`src/rtl/alu_pkg.sv`:
```
// rtl/alu_pkg.sv - shared opcodes, widths and command layout for the ALU command sequencer
// Purpose: one place for the ALU select encoding and the queued command format so the
//          sequencer, its queue and the bench all agree on field order {op,rd,ra,rb,imm}.
// Ports:   none (package)
package alu_pkg;

   localparam int DATA_W   = 4;
   localparam int OP_W     = 3;
   localparam int NUM_REGS = 4;
   localparam int REG_AW   = 2;

   // Select values double as the ALU's alu_sel encoding; 101/110 are reserved.
   typedef enum logic [OP_W-1:0] {
      OP_AND  = 3'b000,
      OP_OR   = 3'b001,
      OP_XOR  = 3'b010,
      OP_ADD  = 3'b011,
      OP_SUB  = 3'b100,
      OP_RSV5 = 3'b101,
      OP_RSV6 = 3'b110,
      OP_LDI  = 3'b111
   } alu_op_e;

   typedef struct packed {
      alu_op_e             op;
      logic [REG_AW-1:0]   rd;
      logic [REG_AW-1:0]   ra;
      logic [REG_AW-1:0]   rb;
      logic [DATA_W-1:0]   imm;
   } cmd_t;

   localparam int CMD_W = $bits(cmd_t);

   // True for opcodes that are evaluated by the external ALU.
   function automatic logic op_is_alu(input alu_op_e op);
      logic w_res;
      w_res = 1'b0;
      case (op)
         OP_AND, OP_OR, OP_XOR, OP_ADD, OP_SUB: w_res = 1'b1;
         default:                               w_res = 1'b0;
      endcase
      return w_res;
   endfunction

endpackage

```
`src/rtl/alu_cmd_fifo.sv`:
```
// rtl/alu_cmd_fifo.sv - synchronous FIFO holding queued ALU commands
// Purpose: strict-order command queue; push and pop may occur in the same cycle.
// Ports:   clk/rst     clock, synchronous active-high reset (empties the queue)
//          push, din   write request and data (ignored when full)
//          pop, dout   read request (ignored when empty) and head-of-queue data
//          full, empty occupancy status
module alu_cmd_fifo #(
   parameter int WIDTH = 13,
   parameter int DEPTH = 4
) (
   input  logic             clk,
   input  logic             rst,
   input  logic             push,
   input  logic [WIDTH-1:0] din,
   input  logic             pop,
   output logic [WIDTH-1:0] dout,
   output logic             full,
   output logic             empty
);

   localparam int AW = $clog2(DEPTH);

   // One extra pointer bit distinguishes full from empty when the indices match.
   logic [AW:0]      r_wr_ptr;
   logic [AW:0]      r_rd_ptr;
   logic [WIDTH-1:0] r_mem [DEPTH];

   logic w_do_push;
   logic w_do_pop;

   assign empty     = (r_wr_ptr == r_rd_ptr);
   assign full      = (r_wr_ptr[AW] != r_rd_ptr[AW]) &&
                      (r_wr_ptr[AW-1:0] == r_rd_ptr[AW-1:0]);
   assign w_do_push = push && !full;
   assign w_do_pop  = pop && !empty;
   assign dout      = r_mem[r_rd_ptr[AW-1:0]];

   always_ff @(posedge clk) begin
      if (rst) begin
         r_wr_ptr <= '0;
         r_rd_ptr <= '0;
      end else begin
         if (w_do_push) r_wr_ptr <= r_wr_ptr + 1'b1;
         if (w_do_pop)  r_rd_ptr <= r_rd_ptr + 1'b1;
      end
   end

   // Storage needs no reset: the pointers alone define which entries are live.
   always_ff @(posedge clk) begin
      if (w_do_push) r_mem[r_wr_ptr[AW-1:0]] <= din;
   end

endmodule

```
`src/rtl/alu_cmd_sequencer.sv`:
```
// rtl/alu_cmd_sequencer.sv - queued register-to-register front end for the 4-bit ALU
// Purpose: accepts commands on a valid/ready port, issues them from a FIFO into a single
//          EX stage that drives the combinational ALU, and writes results back one cycle later.
// Ports:   clk, rst                              clock, synchronous active-high reset
//          cmd_valid/cmd_ready, cmd_op/rd/ra/rb/imm  command port
//          hold                                  stop issuing from the queue
//          alu_a, alu_b, alu_sel                 registered ALU operands/select
//          alu_out, alu_carry, alu_zero          ALU results
//          wb_valid, wb_rd, wb_data              registered writeback report
//          flag_c, flag_z                        sticky flags from the last ALU op
//          err_illegal                           pulse when a reserved opcode retires
//          busy                                  queue non-empty or EX occupied
//          dbg_addr, dbg_data                    combinational register file read
module alu_cmd_sequencer
   import alu_pkg::*;
#(
   parameter int FIFO_DEPTH = 4
) (
   input  logic              clk,
   input  logic              rst,
   input  logic              cmd_valid,
   output logic              cmd_ready,
   input  logic [OP_W-1:0]   cmd_op,
   input  logic [REG_AW-1:0] cmd_rd,
   input  logic [REG_AW-1:0] cmd_ra,
   input  logic [REG_AW-1:0] cmd_rb,
   input  logic [DATA_W-1:0] cmd_imm,
   input  logic              hold,
   output logic [DATA_W-1:0] alu_a,
   output logic [DATA_W-1:0] alu_b,
   output logic [OP_W-1:0]   alu_sel,
   input  logic [DATA_W-1:0] alu_out,
   input  logic              alu_carry,
   input  logic              alu_zero,
   output logic              wb_valid,
   output logic [REG_AW-1:0] wb_rd,
   output logic [DATA_W-1:0] wb_data,
   output logic              flag_c,
   output logic              flag_z,
   output logic              err_illegal,
   output logic              busy,
   input  logic [REG_AW-1:0] dbg_addr,
   output logic [DATA_W-1:0] dbg_data
);

   // Queue
   cmd_t w_cmd_in;
   cmd_t w_head;
   logic w_full;
   logic w_empty;
   logic w_push;
   logic w_pop;

   // Architectural and pipeline state
   logic [DATA_W-1:0] r_regs [NUM_REGS];
   logic              r_ex_valid;
   alu_op_e           r_ex_op;
   logic [REG_AW-1:0] r_ex_rd;
   logic [DATA_W-1:0] r_ex_imm;
   logic [DATA_W-1:0] r_alu_a;
   logic [DATA_W-1:0] r_alu_b;
   logic [OP_W-1:0]   r_alu_sel;
   logic              r_wb_valid;
   logic [REG_AW-1:0] r_wb_rd;
   logic [DATA_W-1:0] r_wb_data;
   logic              r_flag_c;
   logic              r_flag_z;
   logic              r_err;

   // EX retirement
   logic              w_ex_is_alu;
   logic              w_ex_is_ldi;
   logic              w_ex_we;
   logic              w_ex_ill;
   logic [DATA_W-1:0] w_ex_result;
   logic [DATA_W-1:0] w_opa;
   logic [DATA_W-1:0] w_opb;

   assign w_cmd_in  = {cmd_op, cmd_rd, cmd_ra, cmd_rb, cmd_imm};
   assign cmd_ready = !w_full;
   assign w_push    = cmd_valid && cmd_ready;
   assign w_pop     = !w_empty && !hold;

   alu_cmd_fifo #(
      .WIDTH (CMD_W),
      .DEPTH (FIFO_DEPTH)
   ) u_fifo (
      .clk   (clk),
      .rst   (rst),
      .push  (w_push),
      .din   (w_cmd_in),
      .pop   (w_pop),
      .dout  (w_head),
      .full  (w_full),
      .empty (w_empty)
   );

   assign w_ex_is_alu = op_is_alu(r_ex_op);
   assign w_ex_is_ldi = (r_ex_op == OP_LDI);
   assign w_ex_we     = r_ex_valid && (w_ex_is_alu || w_ex_is_ldi);
   assign w_ex_ill    = r_ex_valid && !(w_ex_is_alu || w_ex_is_ldi);
   assign w_ex_result = w_ex_is_ldi ? r_ex_imm : alu_out;

   // The op retiring at this edge has not reached the register file yet, so an
   // issuing op that reads its destination must take the result directly.
   assign w_opa = (w_ex_we && (r_ex_rd == w_head.ra)) ? w_ex_result : r_regs[w_head.ra];
   assign w_opb = (w_ex_we && (r_ex_rd == w_head.rb)) ? w_ex_result : r_regs[w_head.rb];

   always_ff @(posedge clk) begin
      if (rst) begin
         for (int i = 0; i < NUM_REGS; i++) r_regs[i] <= '0;
         r_ex_valid <= 1'b0;
         r_ex_op    <= OP_AND;
         r_ex_rd    <= '0;
         r_ex_imm   <= '0;
         r_alu_a    <= '0;
         r_alu_b    <= '0;
         r_alu_sel  <= '0;
         r_wb_valid <= 1'b0;
         r_wb_rd    <= '0;
         r_wb_data  <= '0;
         r_flag_c   <= 1'b0;
         r_flag_z   <= 1'b0;
         r_err      <= 1'b0;
      end else begin
         r_wb_valid <= w_ex_we;
         r_err      <= w_ex_ill;

         if (w_ex_we) begin
            r_regs[r_ex_rd] <= w_ex_result;
            r_wb_rd         <= r_ex_rd;
            r_wb_data       <= w_ex_result;
         end
         // LDI and reserved ops leave the flags untouched.
         if (r_ex_valid && w_ex_is_alu) begin
            r_flag_c <= alu_carry;
            r_flag_z <= alu_zero;
         end

         if (w_pop) begin
            r_ex_valid <= 1'b1;
            r_ex_op    <= w_head.op;
            r_ex_rd    <= w_head.rd;
            r_ex_imm   <= w_head.imm;
            r_alu_a    <= w_opa;
            r_alu_b    <= w_opb;
            // Non-ALU ops park the select at AND; the ALU result is ignored for them.
            r_alu_sel  <= op_is_alu(w_head.op) ? w_head.op : OP_AND;
         end else begin
            r_ex_valid <= 1'b0;
         end
      end
   end

   assign alu_a       = r_alu_a;
   assign alu_b       = r_alu_b;
   assign alu_sel     = r_alu_sel;
   assign wb_valid    = r_wb_valid;
   assign wb_rd       = r_wb_rd;
   assign wb_data     = r_wb_data;
   assign flag_c      = r_flag_c;
   assign flag_z      = r_flag_z;
   assign err_illegal = r_err;
   assign busy        = !w_empty || r_ex_valid;
   assign dbg_data    = r_regs[dbg_addr];

endmodule

```
`config.mk`:
```
export PLATFORM = sky130hd
export DESIGN_NAME = alu_cmd_sequencer
export DESIGN_NICKNAME = d
export VERILOG_FILES = /design/src/rtl/alu_pkg.sv /design/src/rtl/alu_cmd_fifo.sv /design/src/rtl/alu_cmd_sequencer.sv
export SDC_FILE = /design/constraint.sdc
export NUM_CORES = 1
export LEC_CHECK = 0
export ABC_AREA = 1
export CAP_MARGIN = 10
export CORE_ASPECT_RATIO = 2
export CORE_MARGIN = 5
export CORE_UTILIZATION = 53
export CTS_CLUSTER_DIAMETER = 100
export DETAILED_ROUTE_END_ITERATION = 12
export PLACE_DENSITY = 0.79
export SLEW_MARGIN = 20
export SYNTH_ARGS = -nofsm -noshare
export SYNTH_HDL_FRONTEND = slang
export SYNTH_SLANG_ARGS = --single-unit
```
`constraint.sdc`:
```
create_clock -name clk -period 2.7 [get_ports clk]
set_input_delay 0.405 -clock clk [delete_from_list [all_inputs] [get_ports clk]]
set_output_delay 0.405 -clock clk [all_outputs]
set_load 0.05 [all_outputs]
```
==> impl_metrics.tcl <==
set metrics [dict create \
    status "completed" \
    setup_viol 0 \
    initial_core_util 0.5387 \
    row_count 49 \
    first_pass_grt_wire_length_um 17750 \
    synth.top_cell.area_share 0.4235 \
    total_vias_in_the_final_route 3658 \
    fmaxAchievable_mhz 438.5 \
    post-dp-hpwl_um 8233 \
    power.share.switching 0.3399 \
    grt_start_max_net_pins 37 \
    synth.area.top_cells "sky130_fd_sc_hd__edfxtp_1 (42%), sky130_fd_sc_hd__dfxtp_1 (16%), sky130_fd_sc_hd__nand2_1 (6.4%)" \
    via_count_of_the_first_global_routing_pass 3679 \
    power.density_nw_per_um2 799.1 \
    cts_max_path_buffers 2 \
    drt_iter0_drc 222 \
    final_max_slew_viol_count 0 \
    p_clk_frac 0.283 \
    timing.setup.tns_ns 0 \
    placement.io_buffers 51 \
    finClkSkew_ns 0.009328 \
    synth_nets 526 \
    yosysSeqAreaShare 0.5854 \
    worstSkewPairLatency_ns 0.34 \
    holdCritPathClass "flop to flop" \
    cts_hold_buffers 0 \
    filler_cell_count 702 \
    gr-usage-all-layers 0.2056 \
    synth.most_common_cell "sky130_fd_sc_hd__nand2_1" \
    period_minus_slack_ns 2.280 \
    die_area_um2 11220 \
    routed_via_density 5.568 \
    clkSlewWorstSetupHoldPaths_ns 0.07 \
    yosys.area.top_type "sky130_fd_sc_hd__edfxtp_1" \
    yosysWarnings 0 \
    placeableCoreArea_um2 8951 \
    floorplan.die.width_um 77.45 \
    final_number_of_hold_violating_endpoints 0 \
    timing.critical_path.from_type "flop" \
    antennaDiodeCount 0 \
    cts_tree "built" \
    synth_common_cells "sky130_fd_sc_hd__nand2_1 (82), sky130_fd_sc_hd__edfxtp_1 (68), sky130_fd_sc_hd__nor2_1 (68)" \
    globalRoute.totalOverflow 0 \
    critical_path_arrival_ns 1.88 \
    cp_data_required_time_ns 2.30 \
    synthCells 496 \
    drt-pass1-iter-count 6 \
    antenna_found_initial 0 \
    worst_setup_path_end_kind "primary output" \
    cts-htree-levels 3 \
    numClockSinks 107 \
    post-route-drc-count 0 \
    cts.root.buffer_cell "sky130_fd_sc_hd__clkbuf_16" \
    worst_r2r_path_depth 11 \
    power_leakage_nw 2.258 \
    yosys_most_used_dff "sky130_fd_sc_hd__edfxtp_1" \
    cts_buffers 9 \
    synthToLayoutAreaGrowth_pct 19.38 \
    final_util 0.6431 \
    floorplan.io_pins 52 \
    num-nets-final 580 \
    hold-path-cell-count 2 \
    synth-edff-count 68 \
    post_detailed_route_count_of_antenna_violating_nets 0 \
    critPathKind "flop to primary output" \
    worst-slew-pin-transition_ns 0.7290 \
    syn_avg_cell_area_um2 9.722 \
    async_flop_share 0 \
    worstPathMaxFanout 3 \
    ir_drop_v 0.0005580 \
    cellInternalPower_mw 3.036 \
    cap_violations 0 \
    wl_per_cell_um 16.76 \
    routability_congestion_estimate_from_global_placement 0.8779 \
    postCtsResizedCells 0 \
    power.net_switching_mw 1.564 \
    share_seq_of_total_power 0.431 \
    route.final.wire_length_um 11010 \
    grt_setup_unrepaired "false" \
    synthDistinctLibCells 31 \
    synth-seq-cells 107 \
    cts_post_setup_buffers_inserted 0 \
    layout-drive-gt1-share 0.1351 \
    syn-cell-area_um2 4822 \
    slew_headroom 0.5001 \
    final.period_utilization 0.8446 \
    pwr-share-comb 0.286 \
    floorplan.die.height_um 144.9 \
]
==> through the flow <==
| step | cell area [um^2] | worst slack, ns | hold slack, ns | cells | power, mW |
|---|---|---|---|---|---|
| 2_1_floorplan | 4822 | 0.4025 | 0.4426 | 496 | 2.935 |
| 3_3_place_gp | 5456 | 0.5052 | 0.4295 | 641 | 3.283 |
| 3_5_place_dp | 5456 | 0.4313 | 0.4475 | 641 | 3.318 |
| 4_1_cts | 5757 | 0.4004 | 0.4596 | 657 | 4.598 |
| 5_1_grt | 5757 | 0.3005 | 0.4934 | 657 | 4.797 |
| 6_report | 5757 | 0.4196 | 0.4588 | 657 | 4.600 |
==> worst max-delay path: stages (launching register included) <==
cell                              delay (ns)
sky130_fd_sc_hd__dfxtp_1                0.33
sky130_fd_sc_hd__xnor2_1                0.23
sky130_fd_sc_hd__nand3b_1               0.16
sky130_fd_sc_hd__clkdlybuf4s50_1        0.81
==> layout make-up <==
| cell class | instances | area [um^2] | share of cell area |
|---|---|---|---|
| clock buffer | 9 | 225.2 | 0.03912 |
| timing repair buffer | 60 | 618.1 | 0.1074 |
| tap | 102 | 127.6 | 0.02217 |
| sequential | 107 | 2823 | 0.4903 |
| inverter | 45 | 168.9 | 0.02934 |
| multi-input combinational | 327 | 1719 | 0.2986 |
| clock inverter | 7 | 75.07 | 0.01304 |
==> logic make-up after synthesis <==
family / count (synthesis) / synth area share
mux: 4 / 0.008303
compound gates: 94 / 0.1105
simple gates: 221 / 0.2193
flops: 107 / 0.5854
xor+xnor: 3 / 0.005450
fa+ha+maj: 5 / 0.01297
buf+inv: 62 / 0.05812
==> metal layers <==
layer	vias up	routed length [um]	GRT usage
li1	1793	-	-
met1	1715	3682	0.1855
met2	110	6370	0.4107
met3	40	353	0.02602
met4	0	604	0.1359
met5	-	0	0
==> worst paths after layout <==
path	start	endpoint	slack [ns]
hold reg to reg	flag_z	flag_z	0.46
hold / removal	flag_z	flag_z	0.46
setup reg to reg	flop	alu_b[2]	0.78
setup / recovery	u_fifo.r_wr_ptr[2]	cmd_ready	0.42
==> registers in the layout (all words and copies together) (netlist names), named ones only <==
register,count
alu_b,4
r_ex_rd,2
alu_sel,3
r_ex_op,3
flag_c,1
flag_z,1
u_fifo.r_wr_ptr,3
alu_a,4
wb_valid,1
u_fifo.r_mem,52
r_ex_imm,4
r_ex_valid,1
r_regs,16
err_illegal,1
wb_data,4
u_fifo.r_rd_ptr,3
wb_rd,2
==> power groups by stage <==
stage	logic, mW	registers (mW)	clock network [mW]
2_1_floorplan	0.788	2.15	0
3_3_place_gp	1.27	2.01	0
3_5_place_dp	1.30	2.02	0
4_1_cts	1.30	1.98	1.31
5_1_grt	1.44	2.00	1.36
6_report	1.31	1.98	1.30
==> placed cells by master, fill, tap and decap left out <==
cell type	count
sky130_fd_sc_hd__nand2_1	82
sky130_fd_sc_hd__nor2_1	68
sky130_fd_sc_hd__edfxtp_1	68
sky130_fd_sc_hd__o21ai_0	48
sky130_fd_sc_hd__clkdlybuf4s50_1	47
sky130_fd_sc_hd__dfxtp_1	39
sky130_fd_sc_hd__nand3_1	38
sky130_fd_sc_hd__inv_1	35
sky130_fd_sc_hd__a21oi_1	24
sky130_fd_sc_hd__inv_2	10
sky130_fd_sc_hd__clkbuf_16	9
sky130_fd_sc_hd__buf_4	9
sky130_fd_sc_hd__nor2_4	8
sky130_fd_sc_hd__o211ai_1	8
sky130_fd_sc_hd__nand2_2	7
sky130_fd_sc_hd__a31oi_1	6
sky130_fd_sc_hd__nand3_2	5
sky130_fd_sc_hd__ha_1	5
sky130_fd_sc_hd__mux2i_1	4
sky130_fd_sc_hd__a31o_2	4
sky130_fd_sc_hd__or2_2	4
sky130_fd_sc_hd__buf_12	4
sky130_fd_sc_hd__xnor2_1	3
sky130_fd_sc_hd__nand2_4	3
sky130_fd_sc_hd__nand3_4	2
sky130_fd_sc_hd__nand4_1	2
sky130_fd_sc_hd__o21ai_2	2
sky130_fd_sc_hd__clkinvlp_4	2
sky130_fd_sc_hd__a21oi_4	1
sky130_fd_sc_hd__nand3b_1	1
sky130_fd_sc_hd__and3_1	1
sky130_fd_sc_hd__o22ai_1	1
sky130_fd_sc_hd__bufinv_16	1
sky130_fd_sc_hd__clkinv_2	1
sky130_fd_sc_hd__inv_8	1
sky130_fd_sc_hd__inv_6	1
sky130_fd_sc_hd__clkinvlp_2	1
Note: power is estimated with default switching activity, not from simulation.
